**src/rtl/alu_seq.sv**
```systemverilog
// alu_seq: sequential ALU with single-cycle arithmetic/logic ops, bit-serial
// shifts and an optional iterative shift-add multiplier.
//
// Ports:
//   clk      - clock, all state changes on the rising edge
//   rst_n    - asynchronous active-low reset
//   start    - request, sampled only while idle (busy=0)
//   OpCode   - operation select (ADD..MUL = 0..11, 12..31 illegal)
//   Rsrc     - source operand; low SHAMT_W bits are the shift amount
//   Rdest    - destination operand; the value shifted by shift ops
//   Out      - registered result
//   Flags    - registered flags {N, Z, F, L, C}
//   busy     - high while a multi-cycle operation is in flight
//   done     - one-cycle pulse when Out/Flags are updated
//   illegal  - qualifies done for an unsupported opcode
//
// Build option: define ALU_MUL_EN to include the MUL opcode; otherwise
// opcode 11 is treated as illegal and the multiplier is not built.
module alu_seq #(
    parameter int WIDTH   = 16,
    parameter int SHAMT_W = 4
) (
    input  logic             clk,
    input  logic             rst_n,
    input  logic             start,
    input  logic [4:0]       OpCode,
    input  logic [WIDTH-1:0] Rsrc,
    input  logic [WIDTH-1:0] Rdest,
    output logic [WIDTH-1:0] Out,
    output logic [4:0]       Flags,
    output logic             busy,
    output logic             done,
    output logic             illegal
);
    localparam logic [4:0] OP_ADD  = 5'd0;
    localparam logic [4:0] OP_SUB  = 5'd1;
    localparam logic [4:0] OP_CMP  = 5'd2;
    localparam logic [4:0] OP_AND  = 5'd3;
    localparam logic [4:0] OP_OR   = 5'd4;
    localparam logic [4:0] OP_XOR  = 5'd5;
    localparam logic [4:0] OP_NOT  = 5'd6;
    localparam logic [4:0] OP_LSH  = 5'd7;
    localparam logic [4:0] OP_RSH  = 5'd8;
    localparam logic [4:0] OP_ARSH = 5'd9;
    localparam logic [4:0] OP_ADDC = 5'd10;

`ifdef ALU_MUL_EN
    localparam logic [4:0] OP_MUL  = 5'd11;
    typedef enum logic [1:0] {IDLE, SHIFT, MULT} state_t;
`else
    typedef enum logic [0:0] {IDLE, SHIFT} state_t;
`endif

    state_t             state, state_n;
    logic [4:0]         op_q, op_n;
    logic [WIDTH-1:0]   a_q, a_n, b_q, b_n, out_n;
    logic [SHAMT_W-1:0] cnt_q, cnt_n;
    logic [4:0]         flags_n, arith_flags;
    logic               pend_q, pend_n, done_n, ill_n;
    logic               is_sub, is_arith, is_shift, legal, cin;
    logic [WIDTH-1:0]   b_op, res, shifted;
    logic [WIDTH:0]     sum;

    // One adder serves ADD/ADDC/SUB/CMP; subtraction is a + ~b + 1.
    assign is_sub   = op_q == OP_SUB || op_q == OP_CMP;
    assign is_arith = op_q inside {OP_ADD, OP_SUB, OP_CMP, OP_ADDC};
    assign is_shift = op_q inside {OP_LSH, OP_RSH, OP_ARSH};
    assign legal    = op_q <= OP_ADDC;
    assign b_op     = is_sub ? ~b_q : b_q;
    assign cin      = is_sub ? 1'b1 : (op_q == OP_ADDC) & Flags[0];
    assign sum      = {1'b0, a_q} + {1'b0, b_op} + {{WIDTH{1'b0}}, cin};
    // Overflow: both adder inputs share a sign that the result does not.
    assign arith_flags = {$signed(a_q) < $signed(b_q), sum[WIDTH-1:0] == '0,
                          (a_q[WIDTH-1] == b_op[WIDTH-1]) && (sum[WIDTH-1] != a_q[WIDTH-1]),
                          a_q < b_q, sum[WIDTH]};
    assign res = op_q == OP_AND ? a_q & b_q :
                 op_q == OP_OR  ? a_q | b_q :
                 op_q == OP_XOR ? a_q ^ b_q :
                 op_q == OP_NOT ? ~b_q : sum[WIDTH-1:0];
    assign shifted = op_q == OP_LSH ? a_q << 1
                                    : {(op_q == OP_ARSH) & a_q[WIDTH-1], a_q[WIDTH-1:1]};
    assign busy = state != IDLE;

`ifdef ALU_MUL_EN
    // Product register is {hi_q, b_q}: the multiplier drains out of b_q's
    // LSB while product bits shift in at its MSB.
    logic [WIDTH-1:0] hi_q, hi_n;
    logic [WIDTH:0]   mac;
    assign mac = {1'b0, hi_q} + (b_q[0] ? {1'b0, a_q} : '0);
`endif

    always_comb begin
        state_n = state;
        op_n    = op_q;
        a_n     = a_q;
        b_n     = b_q;
        cnt_n   = cnt_q;
        pend_n  = 1'b0;
        out_n   = Out;
        flags_n = Flags;
        done_n  = 1'b0;
        ill_n   = 1'b0;
`ifdef ALU_MUL_EN
        hi_n    = hi_q;
`endif
        if (state == SHIFT) begin
            if (cnt_q == '0) begin
                state_n = IDLE;
                out_n   = a_q;
                done_n  = 1'b1;
            end else begin
                a_n   = shifted;
                cnt_n = cnt_q - SHAMT_W'(1);
            end
        end
`ifdef ALU_MUL_EN
        else if (state == MULT) begin
            if (cnt_q == '0) begin
                state_n = IDLE;
                out_n   = b_q;
                flags_n = {Flags[4], b_q == '0, Flags[2:1], |hi_q};
                done_n  = 1'b1;
            end else begin
                {hi_n, b_n} = {mac, b_q[WIDTH-1:1]};
                cnt_n       = cnt_q - SHAMT_W'(1);
            end
        end
`endif
        else if (pend_q) begin
            // First execution edge after the request was latched.
            if (is_shift) begin
                if (b_q[SHAMT_W-1:0] == '0) begin
                    out_n  = a_q;
                    done_n = 1'b1;
                end else begin
                    state_n = SHIFT;
                    a_n     = shifted;
                    cnt_n   = b_q[SHAMT_W-1:0] - SHAMT_W'(1);
                end
            end
`ifdef ALU_MUL_EN
            else if (op_q == OP_MUL) begin
                state_n     = MULT;
                {hi_n, b_n} = {mac, b_q[WIDTH-1:1]};
                cnt_n       = SHAMT_W'(WIDTH - 1);
            end
`endif
            else begin
                done_n = 1'b1;
                ill_n  = !legal;
                if (legal && op_q != OP_CMP) out_n = res;
                if (legal && is_arith) flags_n = arith_flags;
            end
        end
        // A request arriving on the edge that launches a multi-cycle op is
        // dropped, as the unit is about to go busy.
        if (start && state == IDLE && state_n == IDLE) begin
            op_n   = OpCode;
            a_n    = Rdest;
            b_n    = Rsrc;
            pend_n = 1'b1;
`ifdef ALU_MUL_EN
            hi_n   = '0;
`endif
        end
    end

    always_ff @(posedge clk or negedge rst_n) begin
        if (!rst_n) begin
            state   <= IDLE;
            op_q    <= '0;
            a_q     <= '0;
            b_q     <= '0;
            cnt_q   <= '0;
            pend_q  <= 1'b0;
            Out     <= '0;
            Flags   <= '0;
            done    <= 1'b0;
            illegal <= 1'b0;
`ifdef ALU_MUL_EN
            hi_q    <= '0;
`endif
        end else begin
            state   <= state_n;
            op_q    <= op_n;
            a_q     <= a_n;
            b_q     <= b_n;
            cnt_q   <= cnt_n;
            pend_q  <= pend_n;
            Out     <= out_n;
            Flags   <= flags_n;
            done    <= done_n;
            illegal <= ill_n;
`ifdef ALU_MUL_EN
            hi_q    <= hi_n;
`endif
        end
    end
endmodule

```
**config.mk**
```make
export PLATFORM = sky130hd
export DESIGN_NAME = alu_seq
export DESIGN_NICKNAME = d
export VERILOG_FILES = /design/src/rtl/alu_seq.sv
export SDC_FILE = /design/constraint.sdc
export NUM_CORES = 1
export LEC_CHECK = 0
export CAP_MARGIN = 20
export CORE_ASPECT_RATIO = 1.2
export CORE_UTILIZATION = 50
export CTS_CLUSTER_DIAMETER = 150
export DETAILED_ROUTE_END_ITERATION = 10
export PLACE_DENSITY = 0.75
export SLEW_MARGIN = 5
export SYNTH_ARGS = -nofsm -noshare
export SYNTH_HDL_FRONTEND = slang
export SYNTH_SLANG_ARGS = --single-unit
export TNS_END_PERCENT = 30
```
**constraint.sdc**
```tcl
create_clock -name clk -period 4.33 [get_ports clk]
set_input_delay 0.866 -clock clk [delete_from_list [all_inputs] [get_ports clk]]
set_output_delay 0.866 -clock clk [all_outputs]
set_load 0.005 [all_outputs]
```
# --- Yosys cells after proc, flatten, opt, wreduce, memory -nomap -nowiden ---
# Index checks and enable logic that the tools add are counted.
classes:
  n_addsub: 4
  n_lt_le_gt_ge: 3
  n_eq_ne: 19
  mux: 38
  bitwise: 9
  n_reduce_logical: 22
op_table:
  columns: ["cell", "n"]
  rows:
  - ["2-to-1 mux 16 bit", 18]
  - ["less-than comparator 16 bit", 2]
  - ["equality test 5 x 3 -> 1 bit (second input constant)", 4]
  - ["2-to-1 mux 4 bit", 5]
  - ["adder 16 x 16 -> 17 bit", 1]
  - ["adder 17 x 1 -> 17 bit", 1]
  - ["bitwise AND 16 bit", 1]
  - ["logical NOT 16 bit", 1]
  - ["inverter 16 bit", 1]
  - ["bitwise OR 16 bit", 1]
  - ["AND reduction 4 bit", 4]
  - ["XOR 16 bit", 1]
  - ["equality test 5 x 4 -> 1 bit (second input constant)", 3]
  - ["2-to-1 mux 1 bit", 15]
  - ["nonzero test 3 bit", 4]
  - ["equality test 5 x 2 -> 1 bit (second input constant)", 2]
  - ["inequality test 3 x 2 -> 1 bit (second input constant)", 3]
  - ["logical NOT 4 bit", 2]
  - ["subtractor 4 x 1 -> 4 bit (second input constant)", 2]
  - ["equality test 5 x 1 -> 1 bit (second input constant)", 1]
  - ["<= comparator 5 x 4 -> 1 bit (second input constant)", 1]
  - ["logical AND 1 bit", 5]
  - ["logical NOT 5 bit", 1]
  - ["inequality test 5 x 2 -> 1 bit (second input constant)", 1]
  - ["10 further kinds", 15]
totals:
  register_bits: 66
  output_inout_bits: 24
  elab_cells: 105

# --- Logic depth before layout (Yosys ltp) ---
# Gate-level depths: netlist of run 1.
logic_depth:
  ltp_word: 13
  depth_mapped: 16

# --- Worst setup path after synthesis of run 1 ---
# OpenSTA, ideal clock, no wires.
synth_path:
  path_type: "reg2reg"
  from: "register op_q[1]"
  to: "register Flags[3]"
  setup_ps: 76
  t_arrival_ps: 4018
  required_time_ps: 4254
  setup_slack_ps: 236
  path_stages_with_launch: 16
  n_path_buf: 2
  period_less_slack_ps: 4094
  path_cell_list: "dfrtp_1 clkbuf_1 nor2_1 o21ai_1 buf_2 xnor2_1 fa_1 fa_1 nor2b_1 o21a_1 nor2_1 xnor2_1 or4_1 a2111oi_0 nand4_1 o21ai_1"
synth_via:
  elab_chain_len: 6
  word_cells_on_any_way: 20
synth_rtl:
  columns: ["item", "line_no", "rtl"]
  rows:
  - ["from (decl)", "55", "logic [4:0] op_q, op_n;"]
  - ["from (signal assigned)", "185", "op_q <= op_n;"]
  - ["equality test 5 x 1 -> 1 bit / equality test 5 x 2 -> 1 bit (equally long branches)", "65, 66", null]
  - ["logical OR 1 bit", "65", "assign is_sub = op_q == OP_SUB || op_q == OP_CMP;"]
  - ["2-to-1 mux 16 bit", "69", "assign b_op = is_sub ? ~b_q : b_q;"]
  - ["adder 16 x 16 -> 17 bit", "71", "assign sum = {1'b0, a_q} + {1'b0, b_op} + {{WIDTH{1'b0}}, cin};"]
  - ["adder 17 x 1 -> 17 bit", "71", null]
  - ["logical NOT 16 bit", "73", "assign arith_flags = {$signed(a_q) < $signed(b_q), sum[WIDTH-1:0] == '0,"]
  - ["to (signal assigned)", "191", "Flags <= flags_n;"]
  - ["to (decl)", "30", "output logic [4:0] Flags,"]
# Parallel ways exist; a longest one is shown, timed or not.
# A chain may end at the register's enable or synchronous reset.

# --- Worst setup path in the final report of run 1 ---
layout_path:
  from: "register op_q[0]"
  to: "register Flags[3]"
# Same word-level chain as after synthesis.

==> impl_metrics.ini, run 1 <==
[global_routing]
antenna_found_initial = 0
grt_pass1_vias = 5026
grt_pass1_wl_microns = 26000
grt_usage = 0.294
grt_overflow = 0
grt_max_degree = 57

[floorplanning]
initial_core_util = 0.518
die_area_sq_mm = 0.0114
coreArea_sq_mm = 0.0106
dieHeight_microns = 117
rows = 41
io_pins = 64
die_w_microns = 97.7

[sta]
period_share = 0.917
min_period_ps = 3970
fin_skew_ps = 4.76
setup_viol_count_final = 0
fmax_mhz = 252
fin_setup_tns_ps = 0
slew_viol_final = 0
rsz0062_at_grt = false
worst_slew_pin_slew_ps = 940
final_hold_viol_count = 0
slew_headroom = 0.373

[cells_and_area]
nets = 820
drive_gt1_frac = 0.0530
n_antenna_cell = 0
syn2layout_area_growth_pct = 18.8

[clocking]
clock_sinks = 66
clkTransAtPathRegs_ps = 60
cts_setup_buffers = 0
cts.hold.buffers_added = 0
cts.repair.resized = 0
cts_tree = built
htreeDepth = 3
cts-root-buf = clkbuf_16
numCtsBuffers = 9
max-clock-path-buffers = 2
clkLatencyLatePin_ps = 340

[synth]
synth_edf_count = 0
yosysSeqAreaShare = 0.300
yosys.area_share.simple = 0.158
ys.flop_type = dfrtp_1
async_flop_share = 1.00
syn_inst = 666
synth_top_family_by_area = compound AO/OA/AOI/OAI gates
synth.area.mux_share = 0.0173
synth_area_sq_mm = 0.00550
synth-seq-cells = 66
synth_adder_area_share = 0.153
yosys_warnings = 0
synth_xor_area_frac = 0.0494
synth-compound-area-share = 0.261
synth.distinct_cells = 65
synthesis.nets = 772
syn_area_per_cell_sq_um = 8.25

[critical_path]
crit_required_ps = 4590
cpMaxStageDelayCell = or4_1
startpoint_type = register
crit_chain = clkinv_1 > nor2_2 > o21ai_2 > xnor2_1 > fa_1 > fa_1 > nor2b_1 > o21a_1 > nor2_1 > xnor2_1 > or4_1 > a2111oi_1 > nand4_1 > o21ai_1
cp_max_fo = 9
setup.worst_path.class = register to register
slowest_delay_ps = 530
end_kind = register
worst_ep_arrival_time_ps = 4230

[route]
wl_per_cell_microns = 18.9
remaining_drc_errors = 4
dr.pass1.iters = 8
vias = 5099
drtIter0Drc = 441
ant_nets = 0
via_per_inst = 6.03
routed_wl_microns = 16000

[placed_design]
gp_congestion = 0.874
io_buffers = 63
hpwl_microns = 11900

[flow_run]
maxCapViolCount = 0

[hold_path]
hp-class = register to register

[run_status]
status = finished, violations left
violations = DRC
## cells in the final DEF (no fill, tap or decap), types with 5 or more instances in the layout
cell	synthesis	routed
clkbuf_16	0	9
nor2_1	52	51
ha_1	64	64
nand2b_1	7	7
xnor2_1	25	25
nor3_1	12	12
buf_4	1	10
mux2i_1	5	5
dfrtp_1	66	66
clkdlybuf4s50_1	0	62
a221o_1	17	17
a21oi_1	70	70
a211oi_1	9	9
xor2_1	6	6
a21o_1	6	6
a221oi_1	6	6
inv_1	42	42
nand2_1	81	81
nor2b_1	7	7
o21ai_1	32	31
nand3_1	12	12
o22ai_1	14	14
o31ai_1	8	8
o21ai_0	20	20
## registers in the layout, summed over array words and instances (netlist names)
register,count
pend_q,1
done,1
Flags,5
a_q,16
b_q,16
Out,16
busy,1
cnt_q,4
op_q,5
illegal,1
## cell families after synthesis
| family | count (synthesis) |
|---|---|
| mux | 9 |
| xor+xnor | 31 |
| simple gates | 194 |
| flops | 66 |
| compound gates | 219 |
| buf+inv | 81 |
| fa+ha+maj | 66 |
## cell type report
cell class                      instances  area, sq um
Clock buffer                           12          267
Sequential cell                        66         1650
Inverter                               45          169
Fill cell                             944         4090
Clock inverter                          2         60.1
Timing Repair Buffer                   73          701
Tap cell                              129          161
Multi-Input combinational cell        519         3520
## metrics by stage
| stage | worst slack [ps] | hold WS (ps) | cell area [sq um] | util | std cells |
|---|---|---|---|---|---|
| floorplan | 236 | 467 | 5500 | - | 666 |
| global placement | 475 | 462 | 6190 | 0.583 | 831 |
| detailed placement | 263 | 465 | 6190 | 0.583 | 831 |
| CTS | 221 | 477 | 6520 | 0.614 | 845 |
| global route | 62.9 | 501 | 6530 | 0.615 | 846 |
| finish | 361 | 470 | 6530 | 0.615 | 846 |
## cells in the mapped netlist, types with 2 or more instances
cell type | instances | area, sq um
nand2_1 | 81 | 304
a21oi_1 | 70 | 350
dfrtp_1 | 66 | 1650
ha_1 | 64 | 801
nor2_1 | 52 | 195
inv_1 | 42 | 158
o21ai_1 | 32 | 160
xnor2_1 | 25 | 219
o21ai_0 | 20 | 100
clkbuf_1 | 19 | 71.3
a221o_1 | 17 | 170
o22ai_1 | 14 | 87.6
nand3_1 | 12 | 60.1
nor3_1 | 12 | 60.1
a211oi_1 | 9 | 67.6
buf_2 | 9 | 45.0
o31ai_1 | 8 | 60.1
nand2b_1 | 7 | 43.8
nor2b_1 | 7 | 43.8
a21o_1 | 6 | 45.0
a221oi_1 | 6 | 52.6
xor2_1 | 6 | 52.6
buf_1 | 5 | 18.8
mux2i_1 | 5 | 50.1
a31oi_1 | 4 | 25.0
and2_1 | 4 | 25.0
mux2_1 | 4 | 45.0
o211ai_1 | 4 | 30.0
a2111oi_0 | 3 | 26.3
a311oi_1 | 3 | 26.3
nand4_1 | 3 | 18.8
or4_1 | 3 | 22.5
a211o_1 | 2 | 17.5
a222oi_1 | 2 | 20.0
a22oi_1 | 2 | 15.0
and3_1 | 2 | 12.5
clkinv_1 | 2 | 7.51
fa_1 | 2 | 40.0
nor4_1 | 2 | 12.5
o2111ai_1 | 2 | 17.5
o21a_1 | 2 | 15.0
o21bai_1 | 2 | 15.0
o22a_1 | 2 | 17.5
## routing by layer
| layer | vias to the layer above | track usage | share of wire |
|---|---|---|---|
| met5 | - | 0 | 0 |
| met2 | 178 | 0.469 | 0.46 |
| li1 | 2472 | - | - |
| met3 | 32 | 0.0380 | 0.059 |
| met4 | 0 | 0.146 | 0.028 |
| met1 | 2417 | 0.398 | 0.45 |
## final timing paths
check | startpoint | to | slack, ps | cells past startpoint
min in group asynchronous | rst_n | b_q[6]$_DFFE_PN0P_ | 570 | 1
worst min register to register | Flags[2]$_DFFE_PN0P_ | Flags[2]$_DFFE_PN0P_ | 470 | 2
worst max-delay path | op_q[0]$_DFFE_PN0P_ | Flags[3]$_DFFE_PN0P_ | 360 | 14
max in group asynchronous | rst_n | a_q[15]$_DFFE_PN0P_ | 2800 | 2
worst min-delay path | Flags[2]$_DFFE_PN0P_ | Flags[2]$_DFFE_PN0P_ | 470 | 2
worst max register to register | op_q[0]$_DFFE_PN0P_ | Flags[3]$_DFFE_PN0P_ | 360 | 14
## worst max-delay path: cells and delay by family (launching register included)
family          cells  cell delay, ps
compound gates      4             830
fa+ha+maj           2             870
buf+inv             1             270
flops               1             470
simple gates        5            1140
xor+xnor            2             300
Power of run 1 is not shown: default switching activity piles up to over one toggle a cycle in this logic, so the estimate is an artifact.
==> inputs of run 2 (changes only) <==
--- a/config.mk
+++ b/config.mk
@@ -5,6 +5,7 @@
 export SDC_FILE = /design/constraint.sdc
 export NUM_CORES = 1
 export LEC_CHECK = 0
+export ABC_CLOCK_PERIOD_IN_PS = 4330
 export CAP_MARGIN = 20
 export CORE_ASPECT_RATIO = 1.2
 export CORE_UTILIZATION = 50
==> results of run 2 <==
Final layout, timing and power as in run 1 (identical DEF).
Power of run 2 is left out for the same reason.
